--- config.mk ---
export PLATFORM = sky130hd
export DESIGN_NAME = register_bank
export DESIGN_NICKNAME = d
export VERILOG_FILES = /design/src/rtl/register_bank.sv
export SDC_FILE = /design/constraint.sdc
export NUM_CORES = 1
export LEC_CHECK = 0
export CORE_AREA = 2 2 433 435
export DETAILED_ROUTE_END_ITERATION = 8
export DIE_AREA = 0 0 435 437
export PLACE_DENSITY = 0.37
export REMOVE_ABC_BUFFERS = 1
export SYNTH_ARGS = -nofsm -noshare
export SYNTH_HDL_FRONTEND = slang
export SYNTH_SLANG_ARGS = --single-unit
--- constraint.sdc ---
create_clock -name Clk -period 8.1 [get_ports Clk]
set_clock_uncertainty 0.05 [all_clocks]
set_input_delay 1.215 -clock Clk [delete_from_list [all_inputs] [get_ports Clk]]
set_output_delay 1.215 -clock Clk [all_outputs]
set_load 0.01 [all_outputs]
--- src/rtl/register_bank.sv ---
// 32 x WIDTH register storage feeding a 32:1 read mux, with written-since-clear mask.
// Latency: write visible on RegOutN one edge after it is presented; WriteAck follows the same edge.
// Backpressure: none; every write is accepted except a write to entry 0 when it is hardwired to zero.
module register_bank #(
    parameter int WIDTH     = 32,
    parameter bit ZERO_REG0 = 1'b1
) (
    input  logic             Clk,
    input  logic             Reset,
    input  logic             Write,
    input  logic [4:0]       WriteAddr,
    input  logic [WIDTH-1:0] WriteData,
    input  logic             ClearDirty,
    output logic [WIDTH-1:0] RegOut0,
    output logic [WIDTH-1:0] RegOut1,
    output logic [WIDTH-1:0] RegOut2,
    output logic [WIDTH-1:0] RegOut3,
    output logic [WIDTH-1:0] RegOut4,
    output logic [WIDTH-1:0] RegOut5,
    output logic [WIDTH-1:0] RegOut6,
    output logic [WIDTH-1:0] RegOut7,
    output logic [WIDTH-1:0] RegOut8,
    output logic [WIDTH-1:0] RegOut9,
    output logic [WIDTH-1:0] RegOut10,
    output logic [WIDTH-1:0] RegOut11,
    output logic [WIDTH-1:0] RegOut12,
    output logic [WIDTH-1:0] RegOut13,
    output logic [WIDTH-1:0] RegOut14,
    output logic [WIDTH-1:0] RegOut15,
    output logic [WIDTH-1:0] RegOut16,
    output logic [WIDTH-1:0] RegOut17,
    output logic [WIDTH-1:0] RegOut18,
    output logic [WIDTH-1:0] RegOut19,
    output logic [WIDTH-1:0] RegOut20,
    output logic [WIDTH-1:0] RegOut21,
    output logic [WIDTH-1:0] RegOut22,
    output logic [WIDTH-1:0] RegOut23,
    output logic [WIDTH-1:0] RegOut24,
    output logic [WIDTH-1:0] RegOut25,
    output logic [WIDTH-1:0] RegOut26,
    output logic [WIDTH-1:0] RegOut27,
    output logic [WIDTH-1:0] RegOut28,
    output logic [WIDTH-1:0] RegOut29,
    output logic [WIDTH-1:0] RegOut30,
    output logic [WIDTH-1:0] RegOut31,
    output logic [31:0]      Dirty,
    output logic             WriteAck
);

    logic [WIDTH-1:0] regs [32];
    logic [31:0]      write_sel;
    logic             write_accept;

    // One-hot destination decode; entry-0 writes are dropped when entry 0 is hardwired.
    always_comb begin
        write_sel    = 32'd1 << WriteAddr;
        write_accept = Write && !(ZERO_REG0 && (WriteAddr == 5'd0));
    end

    // Register storage: reset clears everything, otherwise only the decoded entry loads.
    always_ff @(posedge Clk) begin
        if (Reset) begin
            for (int i = 0; i < 32; i++) begin
                regs[i] <= '0;
            end
        end else begin
            for (int i = 0; i < 32; i++) begin
                if (write_accept && write_sel[i]) begin
                    regs[i] <= WriteData;
                end
            end
        end
    end

    // Dirty mask: clear wins over history, but a same-cycle write still marks its own entry.
    always_ff @(posedge Clk) begin
        if (Reset) begin
            Dirty <= 32'd0;
        end else if (ClearDirty) begin
            Dirty <= write_accept ? write_sel : 32'd0;
        end else if (write_accept) begin
            Dirty <= Dirty | write_sel;
        end
    end

    // Acknowledge pulse for exactly the cycle after each committed write.
    always_ff @(posedge Clk) begin
        if (Reset) begin
            WriteAck <= 1'b0;
        end else begin
            WriteAck <= write_accept;
        end
    end

    // Outputs come straight from storage; entry 0 may be forced to constant zero.
    assign RegOut0  = ZERO_REG0 ? '0 : regs[0];
    assign RegOut1  = regs[1];
    assign RegOut2  = regs[2];
    assign RegOut3  = regs[3];
    assign RegOut4  = regs[4];
    assign RegOut5  = regs[5];
    assign RegOut6  = regs[6];
    assign RegOut7  = regs[7];
    assign RegOut8  = regs[8];
    assign RegOut9  = regs[9];
    assign RegOut10 = regs[10];
    assign RegOut11 = regs[11];
    assign RegOut12 = regs[12];
    assign RegOut13 = regs[13];
    assign RegOut14 = regs[14];
    assign RegOut15 = regs[15];
    assign RegOut16 = regs[16];
    assign RegOut17 = regs[17];
    assign RegOut18 = regs[18];
    assign RegOut19 = regs[19];
    assign RegOut20 = regs[20];
    assign RegOut21 = regs[21];
    assign RegOut22 = regs[22];
    assign RegOut23 = regs[23];
    assign RegOut24 = regs[24];
    assign RegOut25 = regs[25];
    assign RegOut26 = regs[26];
    assign RegOut27 = regs[27];
    assign RegOut28 = regs[28];
    assign RegOut29 = regs[29];
    assign RegOut30 = regs[30];
    assign RegOut31 = regs[31];

endmodule

After elaboration in Yosys (flattened, before gate mapping). Memories as Yosys holds them, arrays and structs flattened. Index checks and enable logic that the tools add are counted.

Muxes and demuxes: 133. Bitwise logic cells: 33. Shifts and indexed selects: 1. Reductions and logical operators: 36.

Operators with widths (count): 32-bit two-way mux (35); 1-bit two-way mux (98); 1-bit logical AND (33); 1-bit OR (32); 32-bit OR (1); 1-bit by 5-bit << shifter with 32-bit output (first input constant) (1); 5-bit zero test (1); 2-bit nonzero test (1); 1-bit zero test (1).

Flip-flop bits (word level): 33. Logic and storage cells: 206. Output and inout bits: 1057. Memories: 1. Input port bits: 41. Memory bits (writable): 1024.

Memories: regs (words 32, bits a word 32, rd ports 31, clocked after Yosys merged registers in 0, write ports 32, line 50) `logic [WIDTH-1:0] regs [32];`.

Depth between registers and ports, before layout. Gate-level depths: netlist (run 1).

Depth in word-level cells: 8. Depth in mapped cells: 6.

Worst setup path before layout (run 1). No wires, ideal clock.

Path kind: input to register. From: input port WriteAddr[3]. To: memory regs[1][0] (netlist: regs[0][32]) (enable). Slack: 3.878 ns. Data arrival time: 3.744 ns. Stages on the path: 5. Library setup time: 0.428 ns. Cells stage by stage: clkbuf_1 -> or4b_4 -> buf_6 -> buf_6 -> o21bai_1.

RTL lines: from (decl) (line 11) `input logic [4:0] WriteAddr,`; to (decl) (line 50).

==> metrics.md, run 1 <==
| Metric | Value |
|---|---|
| Chip Width | 435 um |
| Cell area after synthesis | 0.0357 mm^2 |
| Yosys top cell area share | 83.3% |
| IO Pins | 1098 |
| Number of vias per cell | 3.98 |
| Rel. slew slack | 23.1% |
| GP Congestion | 0.774 |
| Finish-stage setup viols | 0 |
| Post-synth EDFFs | 992 |
| Int Pwr | 0.00991 W |
| Crit. End Element | flip-flop |
| Post-CTS Repair Setup Buffers | 0 |
| Core Area | 0.185 mm^2 |
| Measured slew at the worst slew-check pin | 1.15 ns |
| Hold Path Class | reg -> reg |
| Die Ht | 437 um |
| Yosys cell types | 28 |
| CTS Hold Bufs | 0 |
| RSZ-0062 raised after global routing | no |
| Avg Cell Area, Syn | 18.2 um^2 |
| Main combinational cell family by area after synthesis | simple AND/OR/NAND/NOR gates |
| DRT Pass-1 Iters | 5 |
| R2R Setup Slk | 7.42 ns |
| Pre-CTS WS | 3.30 ns |
| Share of layout cells above drive strength 1 | 12.0% |
| Fin crit share | 49.8% |
| CP Data Arrival Time | 4.39 ns |
| Crit-path max cell delay | 0.88 ns |
| Largest net degree at the start of global routing | 134 |
| Cells after Synth | 1967 |
| Highest clock rate | 248 MHz |
| Post-Route WL | 171000 um |
| Sw frac | 25.0% |
| Number of CTS-inserted buffers | 119 |
| Top post-synthesis cells by area | edfxtp_1 (83%), nor3_1 (6.6%), nor3_2 (2.1%) |
| Worst-Skew Late Latency | 0.75 ns |
| Flip-flop and latch area | 0.0304 mm^2 |
| Sequential share of the synthesized area | 85.2% |
| Pwr dens | 248 mW/mm^2 |
| Post-Layout Cell Count | 5590 |
| CTS resizes | 0 |
| Pleak | 17.0 nW |
| CTS tree | done |
| Setup tns final | 0 ns |
| NumNets Final | 3049 |
| Clk sinks | 1025 |
| Synth Area in Compound Gates | 1.44% |
| CTS clk-pin slew, worst paths | 0.06 ns |
| Max_cap viols | 0 |
| Fill cells | 18796 |
| DP Cell Count | 5367 |
| Top cell types by occurrence after synthesis | edfxtp_1 (992), nor3_1 (469), clkbuf_1 (97), nor3_2 (75), buf_2 (64) |
| Mux contribution to synthesized area | 0% |
| Root Driver | clkbuf_16 |
| Vias in the first global route | 21983 |
| Most instantiated library cell after synthesis | edfxtp_1 |
| Setup CP Type | in -> reg |
| Max IR drop VDD | 179 uV |
| Routed WL per cell | 30.5 um |
| Cell breakdown of the critical path | clkdlybuf4s50_1, nand4b_1, buf_12, o21bai_4, buf_4 |
| DIE AREA | 0.190 mm^2 |
| Clock tree buffer depth | 3 |
| H-tree depth | 3 |
| Max-slew violations | 0 |
| Reg power frac | 47.7% |
| Final Worst Setup Slack | 4.07 ns |
| Post-detail-place hpwl | 116000 um |
| Initial Utilization | 19.3% |
| Post-route DRC | 0 |
| Layout area overhead | 49.0% |
| XOR/XNOR Fraction of Synth Area | 0% |
| 1st-iter DRT viols | 1702 |
| Routed vias | 22260 |
| Post-DRT Antenna Nets | 0 |
| Row cnt | 158 |
| Switching power | 0.00331 W |
| Port bufs | 1065 |
| Most used flip-flop cell after synthesis | edfxtp_1 |
| Synthesis-stage register bit count | 1025 |
| Fin crit period | 4.03 ns |
| CP startpoint kind | primary input |
| Final hold violation count | 0 |
| Critical path's slowest cell | clkdlybuf4s50_1 |
| Post-synthesis simple-gate area fraction | 9.64% |
| Global-route wire length before repair | 223000 um |
| Total congestion overflow | 0 |
| Cell taking the most area after synthesis | edfxtp_1 |
| Combinational power share | 11.7% |
| Initial antenna violation count | 12 |
| Status | finished clean |
| CP Data Required Time | 8.46 ns |
| Post-synthesis async set-or-reset flop share | 0% |
| Clock power frac | 40.7% |
| Global-route usage over all layers | 17.4% |
| Post-synthesis adder-cell area fraction | 0% |
| Yosys warns | 0 |
| Worst Path Max Fanout | 133 |
| Footprint of the multi-input gates | 0.00455 mm^2 |
-- final timing paths --
path / from / end / cells past startpoint
setup reg to reg: Dirty[15] / Dirty[15] / 1
hold / removal: Dirty[10] / Dirty[10] / 2
hold reg to reg: Dirty[10] / Dirty[10] / 2
setup / recovery: WriteAddr[3] / regs[0][418] / 5
-- metal layers --
metal / vias to the layer above / global-route usage [%] / routed length [um]
met5: - / 0 / 13
met4: 2 / 8.32 / 8110
met3: 235 / 4.21 / 10400
met2: 888 / 30.5 / 87200
met1: 11586 / 19.8 / 65000
li1: 9549 / - / -
-- registers in the layout (all words and copies together), names as in the netlist --
| name | count |
|---|---|
| Dirty | 32 |
| regs | 992 |
| WriteAck | 1 |
-- critical path: cells and delay by family --
kind | cells | cell delay [ns]
buffers and inverters | 3 | 1.65
AOI/OAI and AO/OA | 1 | 0.76
and+or+nand+nor | 1 | 0.39
-- power by group through the flow --
stage	Combinational [W]	Clock, W	Sequential (W)
after global routing	0.00160	0.00570	0.00633
after detailed placement	0.00159	0	0.00641
after CTS	0.00160	0.00552	0.00630
after global placement	0.00160	0	0.00641
after floorplan	0.000203	0	0.00660
final	0.00154	0.00538	0.00630
-- stage by stage --
stage	power [W]	utilization (%)	hold slack, ns	instance area [um^2]
after global placement	0.00801	26.7	0.393	49400
after detailed placement	0.00800	26.7	0.395	49400
final	0.0132	28.8	0.408	53300
after floorplan	0.00680	-	0.428	34700
after global routing	0.0136	28.8	0.420	53300
after CTS	0.0134	28.8	0.408	53300
-- logic make-up after synthesis --
| kind of cell | after synthesis |
|---|---|
| other | 1 |
| DFF | 1025 |
| and+or+nand+nor | 595 |
| AOI/OAI and AO/OA | 63 |
| buffers and inverters | 283 |
-- layout make-up --
type                            instances  share of cell area, %
Timing Repair Buffer                 1132                   21.0
Antenna cell                            5                 0.0235
Sequential cell                      1025                   57.2
Clock inverter                         79                   1.39
Tap cell                             2480                   5.82
Clock buffer                          139                   5.81
Multi-Input combinational cell        690                   8.54
Inverter                               40                  0.282
-- cell usage in the layout (no fill, tap or decap), types with 2 or more instances in the layout --
cell type and count:
clkbuf_16 121, clkinv_1 29, nand2b_4 2, clkbuf_1 18, o21bai_4 31, clkinv_8 3
o32ai_1 8, clkinv_4 2, nand2b_1 14, o2bb2ai_1 23, nand4b_1 3, inv_6 3
buf_4 67, nand2b_2 18, conb_1 32, clkinv_2 27, diode_2 5, nand4bb_4 3
nor3_2 75, clkdlybuf4s50_1 1064, bufinv_16 12, clkinvlp_4 2, inv_1 40, nor3_1 469
dfxtp_1 33, edfxtp_1 992
Power figures use the tool's default switching activity.
==> inputs of run 2 (changes only) <==
clock period = 3.8 ns   (was 8.1 ns; I/O delays follow)
==> metrics.md, run 2 (synthesis results as in run 1) <==
| Metric | Value |
|---|---|
| Status | finished clean |
| CTS tree | done |
| DRT Pass-1 Iters | 5 (unchanged) |
| Switching power | 0.00697 W (+110%) |
| Row cnt | 158 (unchanged) |
| Share of layout cells above drive strength 1 | 12.4% (+0.36 points) |
| Footprint of the multi-input gates | 0.00452 mm^2 (-0.66%) |
| Number of CTS-inserted buffers | 119 (unchanged) |
| Post-detail-place hpwl | 115000 um (-1.1%) |
| Largest net degree at the start of global routing | 91 (-32%) |
| Initial antenna violation count | 8 (-4) |
| Worst-Skew Late Latency | 0.76 ns (about the same) |
| Fin crit share | 67.5% |
| Commonest non-fill, non-tap cell in the layout | clkdlybuf4s50_1 |
| Layout area overhead | 50.5% |
| Global-route wire length before repair | 222000 um (-0.60%) |
| Max-slew violations | 0 (unchanged) |
| Combinational power share | 12.1% (+0.4 points) |
| Number of vias per cell | 3.98 (about the same) |
| Crit-path max cell delay | 0.71 ns (-0.17 ns) |
| Initial Utilization | 19.3% (unchanged) |
| Global-route usage over all layers | 17.2% (-0.14 points) |
| Vias in the first global route | 21919 (-0.29%) |
| Post-DRT Antenna Nets | 0 (unchanged) |
| Worst Path Buf+Inv | 1 (-2) |
| Tot Pwr | 0.0279 W (+110%) |
| Measured slew at the worst slew-check pin | 1.01 ns (-0.140 ns) |
| Most frequent cells in the layout | clkdlybuf4s50_1 (1064), edfxtp_1 (992), nor3_1 (469) |
| NumNets Final | 3095 (+1.5%) |
| Chip Width | 435 um (unchanged) |
| Clock power frac | 39.8% (-0.9 points) |
| Root Driver | clkbuf_16 |
| CTS clk-pin slew, worst paths | 0.06 ns (about the same) |
| Pwr dens | 518 mW/mm^2 (+110%) |
| GP Congestion | 0.776 (+0.22%) |
| Die Ht | 437 um (unchanged) |
| Max IR drop VDD | 348 uV (+95%) |
| Fill cells | 18765 (-0.16%) |
| Max_cap viols | 0 (unchanged) |
| Rel. slew slack | 32.6% (+9.5 points) |
| Critical path's slowest cell | clkdlybuf4s50_1 |
| Finish-stage setup viols | 0 (unchanged) |
| Setup CP Type | reg -> out |
| Post-Route WL | 170000 um (-0.56%) |
| Int Pwr | 0.0209 W (+110%) |
| Cell breakdown of the critical path | clkdlybuf4s50_1 |
| Flip-flop and latch area | 0.0304 mm^2 (unchanged) |
| Routed WL per cell | 30.1 um (-1.3%) |
| Worst Path Max Fanout | 1 (-99%) |
| Pleak | 17.2 nW (+1.4%) |
| Total congestion overflow | 0 (unchanged) |
| Clk sinks | 1025 (unchanged) |
| Max reg flops | 992 (unchanged) |
| Post-CTS Repair Setup Buffers | 0 (unchanged) |
| CP startpoint kind | flip-flop |
| RSZ-0062 raised after global routing | no |
| Placed cell area | 0.0501 mm^2 (+1.4%) |
| Largest registers | regs (992), Dirty (32), WriteAck (1) |
| Routed vias | 22429 (+0.76%) |
| DIE AREA | 0.190 mm^2 (unchanged) |
| Reg with most FFs | regs |
| 1st-iter DRT viols | 1654 (-2.8%) |
| H-tree depth | 3 (unchanged) |
| Reg power frac | 48.1% (+0.4 points) |
| CTS resizes | 0 (unchanged) |
| Post-route DRC | 0 (unchanged) |
| CP Data Required Time | 3.18 ns (-5.28 ns) |
| Final hold violation count | 0 (unchanged) |
| Final core utilization | 29.1% (+0.28 points) |
| Highest clock rate | 390 MHz |
| Final Cell Area | 0.0538 mm^2 (+0.97%) |
| Core Area | 0.185 mm^2 (unchanged) |
| Hold Path Class | reg -> reg |
| Port bufs | 1065 (unchanged) |
| Fin crit period | 2.57 ns |
| Sw frac | 25.0% (about the same) |
| CP Data Arrival Time | 1.95 ns (-2.44 ns) |
| IO Pins | 1098 (unchanged) |
| CTS Hold Bufs | 0 (unchanged) |
| Crit. End Element | output port |
| CP delay by family, top | buffers and inverters |
| Clock tree buffer depth | 3 (unchanged) |
-- run 2: path summary, 6_finish.rpt --
path	start	endpoint	slack (ns)	depth (start not counted)
min	Dirty[10]	Dirty[10]	0.40	2
max reg2reg	Dirty[5]	Dirty[5]	3.17	1
max	regs[0][105]	RegOut3[9]	1.23	1
min reg2reg	Dirty[10]	Dirty[10]	0.40	2
-- run 2: per-stage QoR --
stage               setup TNS (ns)  std cells  worst slack [ns]  hold slack (ns)
floorplan                 -2539.13       1755             -3.05            0.428
global placement                 0       5413             0.687            0.393
CTS                              0       5625              1.16            0.404
detailed placement               0       5413             0.617            0.395
finish                           0       5632              1.23            0.402
global route                     0       5628              1.19            0.424
-- run 2: cell type report --
class                      count  share of cell area (%)
sequential                  1025                    56.6
timing repair buffer        1178                    22.1
multi-input combinational    690                    8.40
clock buffer                 152                    5.81
tap                         2480                    5.77
clock inverter                60                    1.02
inverter                      40                   0.279
antenna                        7                  0.0326
-- run 2: power by group through the flow --
| stage | registers, W | clock network [W] | logic, W |
|---|---|---|---|
| final | 0.0134 | 0.0111 | 0.00336 |
| after global routing | 0.0135 | 0.0118 | 0.00350 |
| after CTS | 0.0134 | 0.0114 | 0.00348 |
| after detailed placement | 0.0136 | 0 | 0.00347 |
| after global placement | 0.0136 | 0 | 0.00349 |
| after floorplan | 0.0141 | 0 | 0.000433 |
-- run 2: layer usage --
metal | share of wire (%) | vias to the layer above | GRT usage, %
li1 | - | 9608 | -
met5 | 0 | - | 0
met2 | 53 | 831 | 31.4
met1 | 38 | 11790 | 19.6
met3 | 6.0 | 200 | 4.48
met4 | 3.0 | 0 | 5.44
==> inputs of run 3 (changes only) <==
CORE_AREA = 2 2 432 434   (was 2 2 433 435)
DIE_AREA = 0 0 434 436   (was 0 0 435 437)
PLACE_DENSITY = 0.38   (was 0.37)
clock period = 2.2 ns   (was 3.8 ns; I/O delays follow)
==> metrics.md, run 3 (synthesis results as in run 1) <==
| Metric | Value |
|---|---|
| Status | finished clean |
| Sw frac | 24.9% (-0.088 points) |
| Fin crit share | 95.6% |
| Setup CP Type | reg -> out |
| Final Cell Area | 0.0559 mm^2 (+4.0%) |
| Max_cap viols | 0 (unchanged) |
| Row cnt | 158 (unchanged) |
| Post-DRT Antenna Nets | 0 (unchanged) |
| Initial antenna violation count | 10 (+2) |
| Flip-flop and latch area | 0.0304 mm^2 (unchanged) |
| Crit path from | Dirty[4] |
| Crit. End Element | output port |
| DRT Pass-1 Iters | 5 (unchanged) |
| Crit-path max cell delay | 0.58 ns (-0.13 ns) |
| IO Pins | 1098 (unchanged) |
| Highest clock rate | 475 MHz |
| Port bufs | 1065 (unchanged) |
| NumNets Final | 3255 (+5.2%) |
| Initial Utilization | 19.4% (+0.041 points) |
| Number of CTS-inserted buffers | 115 (-3.4%) |
| Root Driver | clkbuf_16 |
| Finish-stage setup viols | 0 (unchanged) |
| Chip Width | 434 um (-0.23%) |
| Reg-to-Reg Start | Dirty[2] |
| DIE AREA | 0.189 mm^2 (-0.46%) |
| Post-route DRC | 0 (unchanged) |
| H-tree depth | 3 (unchanged) |
| CP startpoint kind | flip-flop |
| Cell breakdown of the critical path | clkdlybuf4s50_1 |
| Max-slew violations | 0 (unchanged) |
| CP Data Arrival Time | 1.72 ns (-0.23 ns) |
| Pleak | 18.7 nW (+8.2%) |
| Placed cell area | 0.0524 mm^2 (+4.7%) |
| Rel. slew slack | 54.1% (+22 points) |
| Worst Path Buf+Inv | 1 (unchanged) |
| Clock power frac | 39.5% (-0.3 points) |
| R2R Setup Slk | 1.52 ns (-1.65 ns) |
| Final hold violation count | 0 (unchanged) |
| Final core utilization | 30.3% (+1.2 points) |
| CP delay by family, top | buffers and inverters |
| Routed vias | 23097 (+3.0%) |
| Combinational power share | 12.7% (+0.6 points) |
| Min-delay src | Reset |
| Post-detail-place hpwl | 125000 um (+8.5%) |
| CP Data Required Time | 1.82 ns (-1.36 ns) |
| Setup tns final | 0 ns (unchanged) |
| Clock tree buffer depth | 3 (unchanged) |
| Most frequent cells in the layout | edfxtp_1 (992), clkdlybuf4s50_1 (926), nor3_1 (469) |
| Int Pwr | 0.0364 W (+74%) |
| Max reg flops | 992 (unchanged) |
| Hold worst-path end | regs[0][296] |
| Reg with most FFs | regs |
| Reg power frac | 47.8% (-0.3 points) |
| WP depth | 1 (unchanged) |
| Routed WL per cell | 29.6 um (-1.6%) |
| Layout area overhead | 56.5% |
| Worst-Skew Late Latency | 0.74 ns (-0.02 ns) |
| Number of vias per cell | 3.99 (about the same) |
| Worst Path Max Fanout | 2 (+1) |
| Hold Path Stages | 3 (+1) |
| GP Congestion | 0.780 (+0.53%) |
| Core Area | 0.185 mm^2 (-0.21%) |
| Total congestion overflow | 0 (unchanged) |
| Pwr dens | 866 mW/mm^2 (+67%) |
| Global-route wire length before repair | 225000 um (+1.5%) |
| 1st-iter DRT viols | 1454 (-12%) |
| Footprint of the multi-input gates | 0.00452 mm^2 (about the same) |
| RSZ-0062 raised after global routing | no |
| Die Ht | 436 um (-0.23%) |
| Fill cells | 18658 (-0.57%) |
| Share of layout cells above drive strength 1 | 16.7% (+4.3 points) |
| Vias in the first global route | 23057 (+5.2%) |
| Largest registers | regs (992), Dirty (32), WriteAck (1) |
| Measured slew at the worst slew-check pin | 0.688 ns (-0.322 ns) |
| CTS clk-pin slew, worst paths | 0.06 ns (about the same) |
| FF-to-FF End | Dirty[2] |
| Critical path's slowest cell | clkdlybuf4s50_1 |
| Max IR drop VDD | 649 uV (+86%) |
| Cells on worst reg2reg path | 2 (+1) |
| CTS tree | done |
| Largest net degree at the start of global routing | 68 (-25%) |
| Fin crit period | 2.10 ns |
| Global-route usage over all layers | 17.6% (+0.38 points) |
| Hold Slack | 0.208 ns (-0.194 ns) |
| Clk sinks | 1025 (unchanged) |
| Switching power | 0.0121 W (+73%) |
| Post-Route WL | 172000 um (+1.2%) |
| Commonest non-fill, non-tap cell in the layout | edfxtp_1 |
| Hold Path Class | in -> reg |
run 3: layout make-up:
cell class	instances	share of cell area (%)
clock inverter	57	0.895
inverter	40	0.268
antenna	5	0.0224
tap	2480	5.55
clock buffer	155	5.63
timing repair buffer	1342	25.1
multi-input combinational	690	8.07
sequential	1025	54.4
run 3: worst max path at each step:
stage / to / slack [ns]
4_1_cts: RegOut4[8] / 0.0003
2_1_floorplan: regs[0][160] / -4.41
6_report: Dirty[4] / 0.1
3_5_place_dp: regs[0][182] / -0.39
3_3_place_gp: regs[0][190] / -0.39
5_1_grt: RegOut3[27] / 0.01
run 3: power by group through the flow:
stage	clock network (W)	registers (W)	logic (W)
detailed placement	0	0.0236	0.00641
global placement	0	0.0236	0.00643
floorplan	0	0.0243	0.000747
finish	0.0191	0.0232	0.00615
global route	0.0203	0.0233	0.00640
CTS	0.0197	0.0232	0.00632
run 3: per-layer routing:
metal	track usage [%]	wire length, um
met1	20.5	66700
met2	31.1	87800
met4	6.80	6320
met3	4.14	10900
met5	0	13
run 3: what timing repair did:
item,in CTS,in global routing
setup buffers,0,0
hold buffers,0,0
gates resized for setup,138,0
endpoints found under the setup margin,138,0
run 3: per-stage QoR:
stage	power, W	setup WS (ns)	std cells
4_1_cts	0.0492	0.000315	5789
3_3_place_gp	0.0300	-0.393	5577
2_1_floorplan	0.0250	-4.41	1755
5_1_grt	0.0500	0.0109	5792
3_5_place_dp	0.0300	-0.394	5577
6_report	0.0485	0.0959	5794
